--- src/rtl/vga_timing_gen.sv ---
// vga_timing_gen: 640x480@60 raster timing generator.
// Divides clk down to the pixel rate, walks an h/v counter pair through the
// frame and emits registered vid_on / hsync / vsync / frame_start that always
// describe the position currently shown on pixel_x / pixel_y.
// Optional build macro: VGA_SYNC_DELAY_EN -- adds one pix_tick-enabled
// register stage on hsync/vsync so they line up with the painter's registered
// colour output (one pixel period behind the coordinates).
module vga_timing_gen #(
  parameter int CLK_DIV  = 4,
  parameter int H_ACTIVE = 640,
  parameter int H_FP     = 16,
  parameter int H_SYNC   = 96,
  parameter int H_BP     = 48,
  parameter int V_ACTIVE = 480,
  parameter int V_FP     = 10,
  parameter int V_SYNC   = 2,
  parameter int V_BP     = 33
) (
  input  logic       clk,
  input  logic       rst,
  output logic       pix_tick,
  output logic [9:0] pixel_x,
  output logic [9:0] pixel_y,
  output logic       vid_on,
  output logic       hsync,
  output logic       vsync,
  output logic       frame_start
);

  localparam int H_TOTAL = H_ACTIVE + H_FP + H_SYNC + H_BP;
  localparam int V_TOTAL = V_ACTIVE + V_FP + V_SYNC + V_BP;

  localparam logic [9:0] H_LAST     = 10'(H_TOTAL - 1);
  localparam logic [9:0] V_LAST     = 10'(V_TOTAL - 1);
  localparam logic [9:0] H_ACT      = 10'(H_ACTIVE);
  localparam logic [9:0] V_ACT      = 10'(V_ACTIVE);
  localparam logic [9:0] H_SYNC_ON  = 10'(H_ACTIVE + H_FP);
  localparam logic [9:0] H_SYNC_OFF = 10'(H_ACTIVE + H_FP + H_SYNC);
  localparam logic [9:0] V_SYNC_ON  = 10'(V_ACTIVE + V_FP);
  localparam logic [9:0] V_SYNC_OFF = 10'(V_ACTIVE + V_FP + V_SYNC);

  // A 1-bit divider is kept even for CLK_DIV=1; it then never leaves 0,
  // which makes pix_tick permanently high.
  localparam int DIV_W = (CLK_DIV > 1) ? $clog2(CLK_DIV) : 1;
  localparam logic [DIV_W-1:0] DIV_LAST = DIV_W'(CLK_DIV - 1);
  localparam logic [DIV_W-1:0] DIV_ONE  = DIV_W'(1);

  logic [DIV_W-1:0] div_cnt;
  logic [9:0]       h_cnt;
  logic [9:0]       v_cnt;
  logic [9:0]       h_nxt;
  logic [9:0]       v_nxt;
  logic             hsync_q;
  logic             vsync_q;

  // Pixel-rate divider: counts 0..CLK_DIV-1 and wraps.
  always_ff @(posedge clk or negedge rst) begin
    if (!rst) begin
      div_cnt <= '0;
    end else if (div_cnt == DIV_LAST) begin
      div_cnt <= '0;
    end else begin
      div_cnt <= div_cnt + DIV_ONE;
    end
  end

  assign pix_tick = (div_cnt == DIV_LAST);

  // Position the counters move to on the next pix_tick edge.
  always_comb begin
    h_nxt = h_cnt + 10'd1;
    v_nxt = v_cnt;
    if (h_cnt == H_LAST) begin
      h_nxt = '0;
      v_nxt = (v_cnt == V_LAST) ? 10'd0 : v_cnt + 10'd1;
    end
  end

  // Counters and decodes are registered together from the next position so
  // the qualifiers never skew against the coordinates.
  always_ff @(posedge clk or negedge rst) begin
    if (!rst) begin
      h_cnt       <= H_LAST;
      v_cnt       <= V_LAST;
      vid_on      <= 1'b0;
      hsync_q     <= 1'b1;
      vsync_q     <= 1'b1;
      frame_start <= 1'b0;
    end else if (pix_tick) begin
      h_cnt       <= h_nxt;
      v_cnt       <= v_nxt;
      vid_on      <= (h_nxt < H_ACT) && (v_nxt < V_ACT);
      hsync_q     <= !((h_nxt >= H_SYNC_ON) && (h_nxt < H_SYNC_OFF));
      vsync_q     <= !((v_nxt >= V_SYNC_ON) && (v_nxt < V_SYNC_OFF));
      frame_start <= (h_nxt == 10'd0) && (v_nxt == 10'd0);
    end
  end

  assign pixel_x = h_cnt;
  assign pixel_y = v_cnt;

`ifdef VGA_SYNC_DELAY_EN
  logic hsync_d;
  logic vsync_d;

  // Extra sync stage: lags the coordinates by exactly one pixel period.
  always_ff @(posedge clk or negedge rst) begin
    if (!rst) begin
      hsync_d <= 1'b1;
      vsync_d <= 1'b1;
    end else if (pix_tick) begin
      hsync_d <= hsync_q;
      vsync_d <= vsync_q;
    end
  end

  assign hsync = hsync_d;
  assign vsync = vsync_d;
`else
  assign hsync = hsync_q;
  assign vsync = vsync_q;
`endif

endmodule

--- config.mk ---
export PLATFORM = sky130hd
export DESIGN_NAME = vga_timing_gen
export DESIGN_NICKNAME = d
export VERILOG_FILES = /design/src/rtl/vga_timing_gen.sv
export SDC_FILE = /design/constraint.sdc
export NUM_CORES = 1
export LEC_CHECK = 0
export CAP_MARGIN = 40
export CORE_ASPECT_RATIO = 1.4
export CORE_MARGIN = 1
export CORE_UTILIZATION = 49
export CTS_BUF_LIST = sky130_fd_sc_hd__clkbuf_4
export DETAILED_ROUTE_END_ITERATION = 8
export PLACE_DENSITY_LB_ADDON = 0.1
export SLEW_MARGIN = 5
export SYNTH_ARGS = -nofsm -noshare
export SYNTH_HDL_FRONTEND = slang
export SYNTH_SLANG_ARGS = --single-unit
export TNS_END_PERCENT = 30
--- constraint.sdc ---
create_clock -name clk -period 5.35 [get_ports clk]
set_clock_uncertainty 0.15 [all_clocks]
set_input_delay 0.535 -clock clk [delete_from_list [all_inputs] [get_ports clk]]
set_output_delay 0.535 -clock clk [all_outputs]
set_load 0.01 [all_outputs]
==> results of run 1 <==
-- power by group --
group	leakage, nW	switching [mW]	internal (mW)
clock network	0.0154	0.0574	0.0273
registers	0.311	0	0.197
logic	0.383	0.00373	0.00112
total	0.709	0.0611	0.226
-- cells by family (layout without fill, tap and decap cells) --
| kind of cell | Yosys count | count (layout) |
|---|---|---|
| buffers and inverters | 18 | 37 |
| AOI/OAI and AO/OA | 37 | 37 |
| muxes | 2 | 2 |
| adders and majority gates | 4 | 4 |
| and+or+nand+nor | 78 | 78 |
| xor gates and xnor gates | 19 | 19 |
| DFF | 26 | 26 |
-- final cells by class --
class                   count  area share (%)
repair buffers             27            13.7
multi-input cells         140            47.4
inverters                   6            1.15
well taps                  39            2.49
flip-flops and latches     26            34.0
clock buffers               3            1.15
clock inverters             1           0.191
-- layer usage --
layer / vias up / share of wire (%) / track usage (%) / wire [um]
li1: 712 / - / - / -
met1: 721 / 41 / 27.8 / 1610
met2: 74 / 50 / 40.3 / 1970
met3: 15 / 5.3 / 3.44 / 209
met4: 0 / 4.4 / 14.7 / 175
met5: - / 0 / 0 / 0
-- cells in the final DEF, fill, tap and decap left out, drive strengths merged, types with 3 or more instances in the layout --
cell / instances
and3: 3
o21ai: 11
or3: 5
dfrtp: 14
nand4: 7
nor2: 14
nand2: 15
nor4: 3
dfstp: 12
nor3: 10
nand3: 14
xor2: 4
a21oi: 6
clkbuf: 3
ha: 4
clkdlybuf4s50: 26
xnor2: 15
inv: 6
-- how the worst max path moves through the flow --
stage | slack, ns | cells past startpoint | startpoint | to
after detailed placement | 2.58 | 7 | pixel_x[0] | frame_start
after global routing | 2.34 | 7 | pixel_x[0] | frame_start
after floorplan | 2.83 | 8 | pixel_x[6] | frame_start
final | 2.49 | 7 | pixel_x[0] | frame_start
after CTS | 2.54 | 7 | pixel_x[0] | frame_start
after global placement | 2.67 | 7 | pixel_x[0] | frame_start
-- sequential cells by signal, summed over array words and instances (netlist names) --
name	flops
vid_on	1
vsync	1
frame_start	1
hsync	1
pixel_y	10
pixel_x	10
div_cnt	2
-- through the flow --
step	setup slack [ns]	hold WS, ns
2_1_floorplan	2.83	0.0894
3_3_place_gp	2.67	0.265
3_5_place_dp	2.58	0.275
4_1_cts	2.54	0.293
5_1_grt	2.34	0.315
6_report	2.49	0.291
==> reports/qor.yml, run 1 <==
worst_pin_slew_ns: 0.670
fin_crit_sh_pct: 53.4
synth_fa_ha_area_share_pct: 2.99
cellPowerDensity_mw_per_mm2: 146
fin_cells: 242
synth-edff-count: 0
coreArea_sq_mm: 0.00318
r2r_cells: 7
clockBufferDepth: 2
worstPathArrival_ns: 2.97
vias_per_cell: 6.29
placedCellCount: 238
fin_nets: 210
die_w_um: 51.4
h-tree-depth: 1
cts_resized: 0
yosys_register_bits: 26
num_antenna_cells: 0
wl_per_cell_um: 16.4
r2r_end: "frame_start"
reg2reg_from: "pixel_x[0]"
hold_end: "div_cnt[0]"
fmax_mhz: 350
globalplace.congestion: 0.944
grt_pass1_vias: 1512
cp_common_cell: "nand4_1"
grt_max_degree: 27
crit_type: "reg -> reg"
first_iter_violations: 82
yosysSeqAreaShare_pct: 39.7
cp-start-kind: "register"
vias: 1522
crit_slowest_cell: "dfstp_2"
rsz0062_at_grt: "false"
finalPower_uw: 287
synth.avg_cell_area_sq_um: 9.11
ant_nets: 0
cap_violations: 0
async_reset_ff_share_pct: 100
track_usage_pct: 23.9
ios: 27
hp-class: "reg -> reg"
ir_drop_uv: 143
hold_viol: 0
synthTopCellsByCount: "15 x nand2_1, 15 x xnor2_1, 14 x dfrtp_1, 14 x nand3_1, 13 x nor2_1"
routed_wl_mm: 3.97
synth-simple-area-share_pct: 25.8
synth_top_cell_area_share_pct: 20.9
postCtsSetupBuffers: 0
io_buffers: 26
initial_core_util_pct: 52.6
drt-pass1-iter-count: 4
crit_fanout: 10
slowest_delay_ns: 0.60
synth-compound-area-share_pct: 15.5
critical_path_required_ns: 5.46
ctsHoldBuffers: 0
finalSetupViolCount: 0
multi_input_area_sq_um: 930
cts_root_buf: "clkbuf_4"
clock_sinks: 26
synth_xor_xnor_area_share_pct: 9.93
yosys_warnings: 0
crit_chain: "ha_1, nand4_1, nor3_2, nand4_1, xnor2_1, nor4_1, a32o_1"
clk_latency_ns: 0.32
slew_violations: 0
num-fill-cells: 294
finalWorstPathRequiredPeriod_ns: 2.86
yosysUniqueCellTypes: 49
grt_pass1_wl_mm: 6.64
numCtsBuffers: 3
fp.dieH_um: 71.2
cp_top_family: "simple AND/OR/NAND/NOR gates"
tritoncts: "built"
num_rows: 24
dieArea_sq_mm: 0.00366
post-route-util_pct: 61.6
antenna_found_initial: 0
seqCellArea_sq_um: 666
drive_gt1_share_pct: 10.8
outcome: "complete, no violations"
place_area_sq_mm: 0.00193
hold_start: "div_cnt[0]"
drcViolationCount: 0
end_kind: "register"
muxShareOfSynthArea_pct: 1.27
area_growth_pct: 17.0
ys.flop_type: "dfrtp_1"
r2r_setup_slack_ns: 2.49
netlist_top_cells_area: "dfrtp_1 21%, dfstp_2 19%, xnor2_1 7.8%, nand3_1 4.2%, nand2_1 3.4%"
synth_top_family_by_area: "simple AND/OR/NAND/NOR gates"
netlist_area_sq_mm: 0.00168
syn_inst: 184
path_buf_inv: 0
hpwl_mm: 2.89
overflow: 0
yosys.area.top_type: "dfrtp_1"
final_cell_area_sq_mm: 0.00196
min_path_cells: 1
power_leakage_nw: 0.709
slew_headroom_pct: 55.3
path_clk_slew_ns: 0.14
syn_nets: 190
final.setup.tns_ns: 0
Power figures use the tool's default switching activity.
==> run 2, diff against run 1 <==
==> constraint.sdc (replaced) <==
create_clock -name clk -period 2.3 [get_ports clk]
set_clock_uncertainty 0.15 [all_clocks]
set_input_delay 0.23 -clock clk [delete_from_list [all_inputs] [get_ports clk]]
set_output_delay 0.23 -clock clk [all_outputs]
set_load 0.01 [all_outputs]
==> run 2 against run 1 <==
Net effect: the flow now finishes with violations (negative setup slack); global-route usage rose by 4.9 points; register-to-register slack got worse by 2.5 ns; routed wire length rose by 20%; flip-flop and latch count did not move; critical endpoint unchanged; fmax rose by 22%; clock power rose to 3.8 times the previous value; via count rose by 9.9%; combinational power rose by 140%; power rose to 2.8 times the previous value; core utilization rose by 12 points; hold slack got worse by 0.18 ns; cell area rose by 20%.
==> reports/qor.yml, run 2 (same netlist as run 1, synthesis figures left out) <==
track_usage_pct: 28.8
hold_viol: 0
r2r_cells: 6
path_clk_slew_ns: 0.15
outcome: "finished, violations left"
overflow: 0
routed_wl_mm: 4.75
hp-class: "in -> async"
fin_crit_sh_pct: 102
io_buffers: 26
num_antenna_cells: 0
r2r_end: "frame_start"
grt_max_degree: 27
finalWorstPathRequiredPeriod_ns: 2.35
worst_pin_slew_ns: 0.362
drcViolationCount: 0
tritoncts: "built"
vias: 1673
ctsHoldBuffers: 0
vias_per_cell: 5.93
die_w_um: 51.4
globalplace.congestion: 0.882
num_rows: 24
numCtsBuffers: 3
ant_nets: 0
end_kind: "register"
violations: "negative setup slack"
cap_violations: 0
grt_pass1_wl_mm: 8.00
fmax_mhz: 425
finalSetupViolCount: 2
rsz0062_at_grt: "true"
finalWorstSetupSlack_ns: -0.0521
clock_sinks: 26
cp-start-kind: "register"
cp-startpoint: "pixel_x[9]"
slew_violations: 0
antenna_found_initial: 0
fp.dieH_um: 71.2
place_area_sq_mm: 0.00219
dieArea_sq_mm: 0.00366
r2r_setup_slack_ns: -0.05
slew_headroom_pct: 75.6
holdWs_ns: 0.112
final.setup.tns_ns: -0.0765
initial_core_util_pct: 52.6
first_iter_violations: 83
drive_gt1_share_pct: 30.9
ios: 27
fin_nets: 250
ir_drop_uv: 299
crit_chain: "or4b_4, or3_4, nor2_2, a221oi_2, o21a_1, a32o_1"
critical_path_required_ns: 2.38
reg2reg_from: "pixel_x[9]"
slowest_delay_ns: 0.56
final_cell_area_sq_mm: 0.00235
h-tree-depth: 1
clk_latency_ns: 0.32
layout_common_cells: "40 x buf_4, 26 x clkdlybuf4s50_1"
worstPathArrival_ns: 2.44
power_leakage_nw: 0.955
num-fill-cells: 257
critPathCapture: "frame_start"
drt-pass1-iter-count: 4
crit_slowest_cell: "dfstp_2"
clockBufferDepth: 2
grt_pass1_vias: 1721
cellPowerDensity_mw_per_mm2: 335
area_growth_pct: 40.5
crit_type: "reg -> reg"
crit_fanout: 5
cts_root_buf: "clkbuf_4"
wl_per_cell_um: 16.8
layout.cells.most_common: "buf_4"
hpwl_mm: 3.59
coreArea_sq_mm: 0.00318
-- run 2: cell count changes in the layout (fill, tap and decap cells not counted), moves of 2 or more --
| cell | delta |
|---|---|
| nor3_1 | -3 |
| nor3_2 | +2 |
| or3_4 | +2 |
| buf_4 | +39 |
| or3_1 | -2 |
| nor4_1 | -2 |
| nor4_2 | +2 |
-- run 2: what timing repair did --
action	in CTS	in global routing
gates resized for setup	4	12
endpoints found under the hold margin	0	0
setup buffers	2	4
endpoints found under the setup margin	7	11
gates cloned	0	0
pin swaps	3	15
-- run 2: worst min-delay path by stage --
stage,to,start,depth (start not counted),slack [ns]
floorplan,div_cnt[0],rst,0,-0.22
global placement,div_cnt[0],div_cnt[0],1,0.26
detailed placement,div_cnt[0],div_cnt[0],1,0.27
CTS,pixel_y[8],rst,2,0.13
global route,pixel_y[1],rst,2,0.13
finish,pixel_y[1],rst,2,0.11
-- run 2: layer usage --
metal  vias to the layer above  GRT usage, %  wire length [um]
met5                         -             0                 0
met4                         0          11.4                85
met3                        10          2.80               133
met2                        45          53.8              2720
met1                       822          32.0              1810
li1                        796             -                 -
-- run 2: worst max-delay path, delay by kind of cell (launching register included) --
family / cells / cell delay (ns)
AO/OA/AOI/OAI: 3 / 0.49
flip-flops: 1 / 0.56
AND/OR/NAND/NOR: 3 / 1.06
-- run 2: final cells by class --
| cell class | instances | area [sq um] | share of cell area [%] |
|---|---|---|---|
| Clock buffer | 3 | 22.5 | 0.957 |
| Sequential cell | 26 | 666 | 28.3 |
| Timing Repair Buffer | 67 | 572 | 24.3 |
| Inverter | 6 | 22.5 | 0.957 |
| Multi-Input combinational cell | 140 | 992 | 42.2 |
| Clock inverter | 1 | 30.0 | 1.28 |
| Tap cell | 39 | 48.8 | 2.07 |
-- run 2: stage by stage --
stage | cells | utilization [%] | power [mW] | setup WS, ns
2_1_floorplan | 184 | - | 0.466 | -0.199
3_3_place_gp | 272 | 68.8 | 0.478 | -0.131
3_5_place_dp | 272 | 68.8 | 0.479 | -0.199
4_1_cts | 278 | 71.5 | 0.795 | -0.0751
5_1_grt | 282 | 73.9 | 0.817 | -0.109
6_report | 282 | 73.9 | 0.790 | -0.0521
-- run 2: where the power goes --
group | total (mW) | switching, mW | internal (mW)
combinational | 0.0114 | 0.00881 | 0.00261
sequential | 0.459 | 0 | 0.459
clock | 0.320 | 0.143 | 0.176
==> RTL change 1: new RTL, settings of run 2 <==
Add a define of `VGA_SYNC_DELAY_EN`.
--- a/src/rtl/vga_timing_gen.sv
+++ b/src/rtl/vga_timing_gen.sv
@@ -7,2 +7,4 @@
 // colour output (one pixel period behind the coordinates).
+`define VGA_SYNC_DELAY_EN
+
 module vga_timing_gen #(
Function: same outputs for any inputs over 10 cycles, from zero or initial values and one cycle with rst low; that may be too few to reach the edited logic, so the function may still have changed.
==> RTL change 1 against run 2 <==
- the run still ends with setup timing left
- sequential cell count is 2 higher
- die area rose by 15%
- worst hold slack worse by 0.019 ns
- combinational power is 9% higher
- setup slack worse by 0.0063 ns
- cell count grew 15%
- first-iteration DRC count increased by 34%
- count of clock-buffer cells in the layout stayed put
- sequential share of layout area down 0.92 points
- synthesized area increased by 16%
- cell area up 12%
- power grew 6.8%
- wire length up 19%
==> RTL change 1: results <==
metrics = {
    "power": {
        "leakage_nw": 1.03,
        "ir_drop_mv": 0.350,
    },
    "placement": {
        "dp_hpwl_microns": 4210,
        "placedCellCount": 316,
        "io_buffer_count": 26,
        "gp_congestion": 0.920,
    },
    "synth": {
        "seq_area_frac_synth_pct": 37.0,
        "synth_ff_type": "dfstp_2",
        "async_flop_share_pct": 100,
        "yosysWarnings": 0,
        "synthTopCellsByCount": "22 x nand2_1, 15 x clkbuf_1, 15 x nor2_1",
        "synth_cells": 225,
        "synth_area_leaders": "dfstp_2 19%, dfrtp_1 18%, xnor2_1 4.5%, nand2_1 4.3%, nand3_1 3.6%",
        "ys_types": 50,
    },
    "route": {
        "viasPerCell": 6.09,
        "drtIter0Drc": 111,
        "wl_per_cell_microns": 17.4,
        "wl_microns": 5640,
        "drt_first_pass_iters": 4,
    },
    "status": {
        "violations": "setup timing",
        "outcome": "finished, violations left",
    },
    "global_route": {
        "grt_pass1_wl_microns": 9200,
        "grt_max_degree": 29,
        "track_usage_pct": 29.7,
        "antenna_found_initial": 0,
        "grt_pass1_vias": 2049,
    },
    "cts": {
        "numCtsBuffers": 3,
        "clockBufferDepth": 2,
        "cts_root_buf": "clkbuf_4",
        "clk_latency_ns": 0.34,
        "htree_levels": 1,
        "cts.reportedPaths.clkPinSlew_ns": 0.17,
    },
    "sta": {
        "relSlewSlack_pct": 75.0,
        "setup_slack_ns": -0.0584,
        "setup_violations": 3,
        "final.setup.tns_ns": -0.117,
    },
    "final_layout": {
        "drive_above_1_share_pct": 29.8,
        "nets": 289,
        "n_fill_cell": 300,
        "diodes": 0,
    },
    "min_path": {
        "hold_path.class": "in2async",
    },
    "setup_path": {
        "cp_max_fo": 7,
    },
}
-- RTL change 1: repair_timing --
| action | in CTS | in global routing |
|---|---|---|
| pin swaps | 1 | 1 |
| endpoints found under the setup margin | 3 | 11 |
| setup buffers | 2 | 2 |
| resized for setup | 2 | 7 |
-- RTL change 1: cell families (layout without fill, tap and decap cells) --
family | count (synthesis) | count (layout) | synth area share, %
xor+xnor | 14 | 14 | 6.32
compound gates | 53 | 53 | 18.4
simple gates | 94 | 94 | 27.2
flops | 28 | 28 | 37.0
buf+inv | 27 | 84 | 5.68
mux | 5 | 5 | 2.77
fa+ha+maj | 4 | 4 | 2.58
-- RTL change 1: power by group --
group,total (W),internal [W],switching (W)
Clock,0.000337,0.000176,0.000160
Sequential,0.000494,0.000494,0
Combinational,0.0000124,0.00000259,0.00000982
Total,0.000843,0.000673,0.000170
-- RTL change 1: cell type report --
cell class / count / area share (%)
Clock buffer: 3 / 0.858
Clock inverter: 1 / 1.14
Inverter: 7 / 1.00
Multi-Input combinational cell: 170 / 44.3
Sequential cell: 28 / 27.4
Tap cell: 42 / 2.00
Timing Repair Buffer: 73 / 23.4
-- RTL change 1: worst max-delay path, cell delays in order, from the launching register on --
cell	delay (ns)
dfstp_2	0.59
ha_4	0.15
nand4_4	0.10
or4_4	0.50
nor2_4	0.11
xnor2_1	0.08
or3_1	0.35
o32a_1	0.29
-- RTL change 1: path summary, 6_finish.rpt --
check	from	to	slack (ns)	cells past startpoint
worst min register to register	div_cnt[0]	div_cnt[0]	0.30	1
worst max-delay path	pixel_x[1]	vsync_q	-0.06	7
worst min-delay path	rst	pixel_x[6]	0.09	2
worst max register to register	pixel_x[1]	vsync_q	-0.06	7
max in group asynchronous	rst	pixel_x[2]	1.59	2
min in group clk	div_cnt[0]	div_cnt[0]	0.30	1
-- RTL change 1: layer usage --
metal	share of wire, %	global-route usage (%)	wire [microns]
met1	39	32.2	2180
met2	55	52.0	3110
met3	3.1	2.99	174
met4	3.1	17.0	175
met5	0	0	0
-- RTL change 1: metrics by stage --
stage	setup slack (ns)	cell area (sq um)
final	-0.0584	2630
after CTS	-0.0883	2580
after global placement	-0.0298	2500
after floorplan	-0.0753	1960
after detailed placement	-0.148	2500
after global routing	-0.166	2630
==> RTL change 2: new RTL, flow settings as in run 2 <==
Made on the original files. Register the output `hsync` once more, with the module's reset; this adds one clock of latency there. The other outputs are not delayed to match. Comments in the files are not updated.
--- a/src/rtl/vga_timing_gen.sv
+++ b/src/rtl/vga_timing_gen.sv
@@ -119,3 +119,9 @@
 `else
-  assign hsync = hsync_q;
+  always_ff @(posedge clk or negedge rst) begin
+    if (!rst) begin
+      hsync <= '0;
+    end else begin
+      hsync <= hsync_q;
+    end
+  end
   assign vsync = vsync_q;
Check against the original RTL: not equivalent (Yosys sat finds a counterexample within 4 cycles, from zero or initial values and one cycle with rst low).
==> RTL change 2 against run 2 <==
- the run still ends with setup timing left
- die area increased by 1.8%
- power decreased by 11%
- cell area increased by 1.5%
- sequential cell count increased by 1
- highest routed layer unchanged
- global-route usage decreased by 1.6 points
- setup slack got worse by 0.41 ns
- wire length decreased by 3.5%
- synthesized area increased by 1.9%
==> RTL change 2: results <==
metrics = {
    "status": {
        "outcome": "finished, violations left",
        "violations": "setup timing",
    },
    "sta": {
        "worst_slew_pin_slew_ns": 0.406,
        "final.setup.tns_ns": -1.39,
        "setup_violations": 5,
        "setup_slack_ns": -0.463,
        "final.min_clock_period_ns": 2.76,
    },
    "synth": {
        "ys_types": 47,
        "synthAdderAreaFrac_pct": 2.93,
        "syn_nets": 198,
        "synthMuxAreaShare_pct": 2.42,
        "synth_compound_area_share_pct": 15.6,
        "syn_area_sq_um": 1710,
    },
    "cts": {
        "clock-sinks": 27,
    },
    "route": {
        "dr_wl_met3_microns": 89,
        "wl_microns": 4590,
        "met2_length_microns": 2600,
        "met1_length_microns": 1840,
        "viasPerCell": 5.76,
    },
    "power": {
        "power_w": 0.000699,
        "leakage_nw": 0.991,
        "internal_power_w": 0.000544,
    },
    "placement": {
        "dpl_cell_area_sq_um": 2270,
        "place_ws_ns": -0.447,
        "placedCellCount": 284,
        "dp_hpwl_microns": 3460,
    },
    "global_route": {
        "grt_pass1_wl_microns": 7550,
        "track_usage_pct": 27.2,
        "grt_max_degree": 29,
        "met1_usage_pct": 28.2,
        "use_met3_pct": 3.61,
    },
    "setup_path": {
        "cp_max_fo": 2,
        "arrival_ns": 2.84,
    },
    "final_layout": {
        "seq_area_sq_um": 691,
        "seq_area_share_pct": 28.9,
        "final-clk-cell-share_pct": 1.15,
        "n_fill_cell": 279,
        "final_cells": 288,
        "nets": 255,
        "inverters": 4,
        "multi_input_gates": 147,
    },
}
-- RTL change 2: critical path, stage by stage (launching register included) --
cell	delay (ns)
dfstp_2	0.55
or4b_4	0.45
or3_4	0.38
or3_4	0.35
buf_6	0.13
mux2i_1	0.15
nand4_1	0.13
o41ai_2	0.38
-- RTL change 2: repair_timing --
action	4_1_cts	5_1_grt
pin swaps	4	4
gates resized for setup	5	16
endpoints found under the setup margin	11	13
-- RTL change 2: path summary, 6_finish.rpt --
| check | from | to | slack [ns] | cells past startpoint |
|---|---|---|---|---|
| min in group clk | hsync_q | hsync | 0.27 | 0 |
| worst max register to register | pixel_x[9] | frame_start | -0.46 | 7 |
| worst max-delay path | pixel_x[9] | frame_start | -0.46 | 7 |
| worst min register to register | hsync_q | hsync | 0.27 | 0 |
| max in group asynchronous | rst | pixel_x[9] | 1.57 | 2 |
| worst min-delay path | rst | pixel_y[0] | 0.11 | 2 |
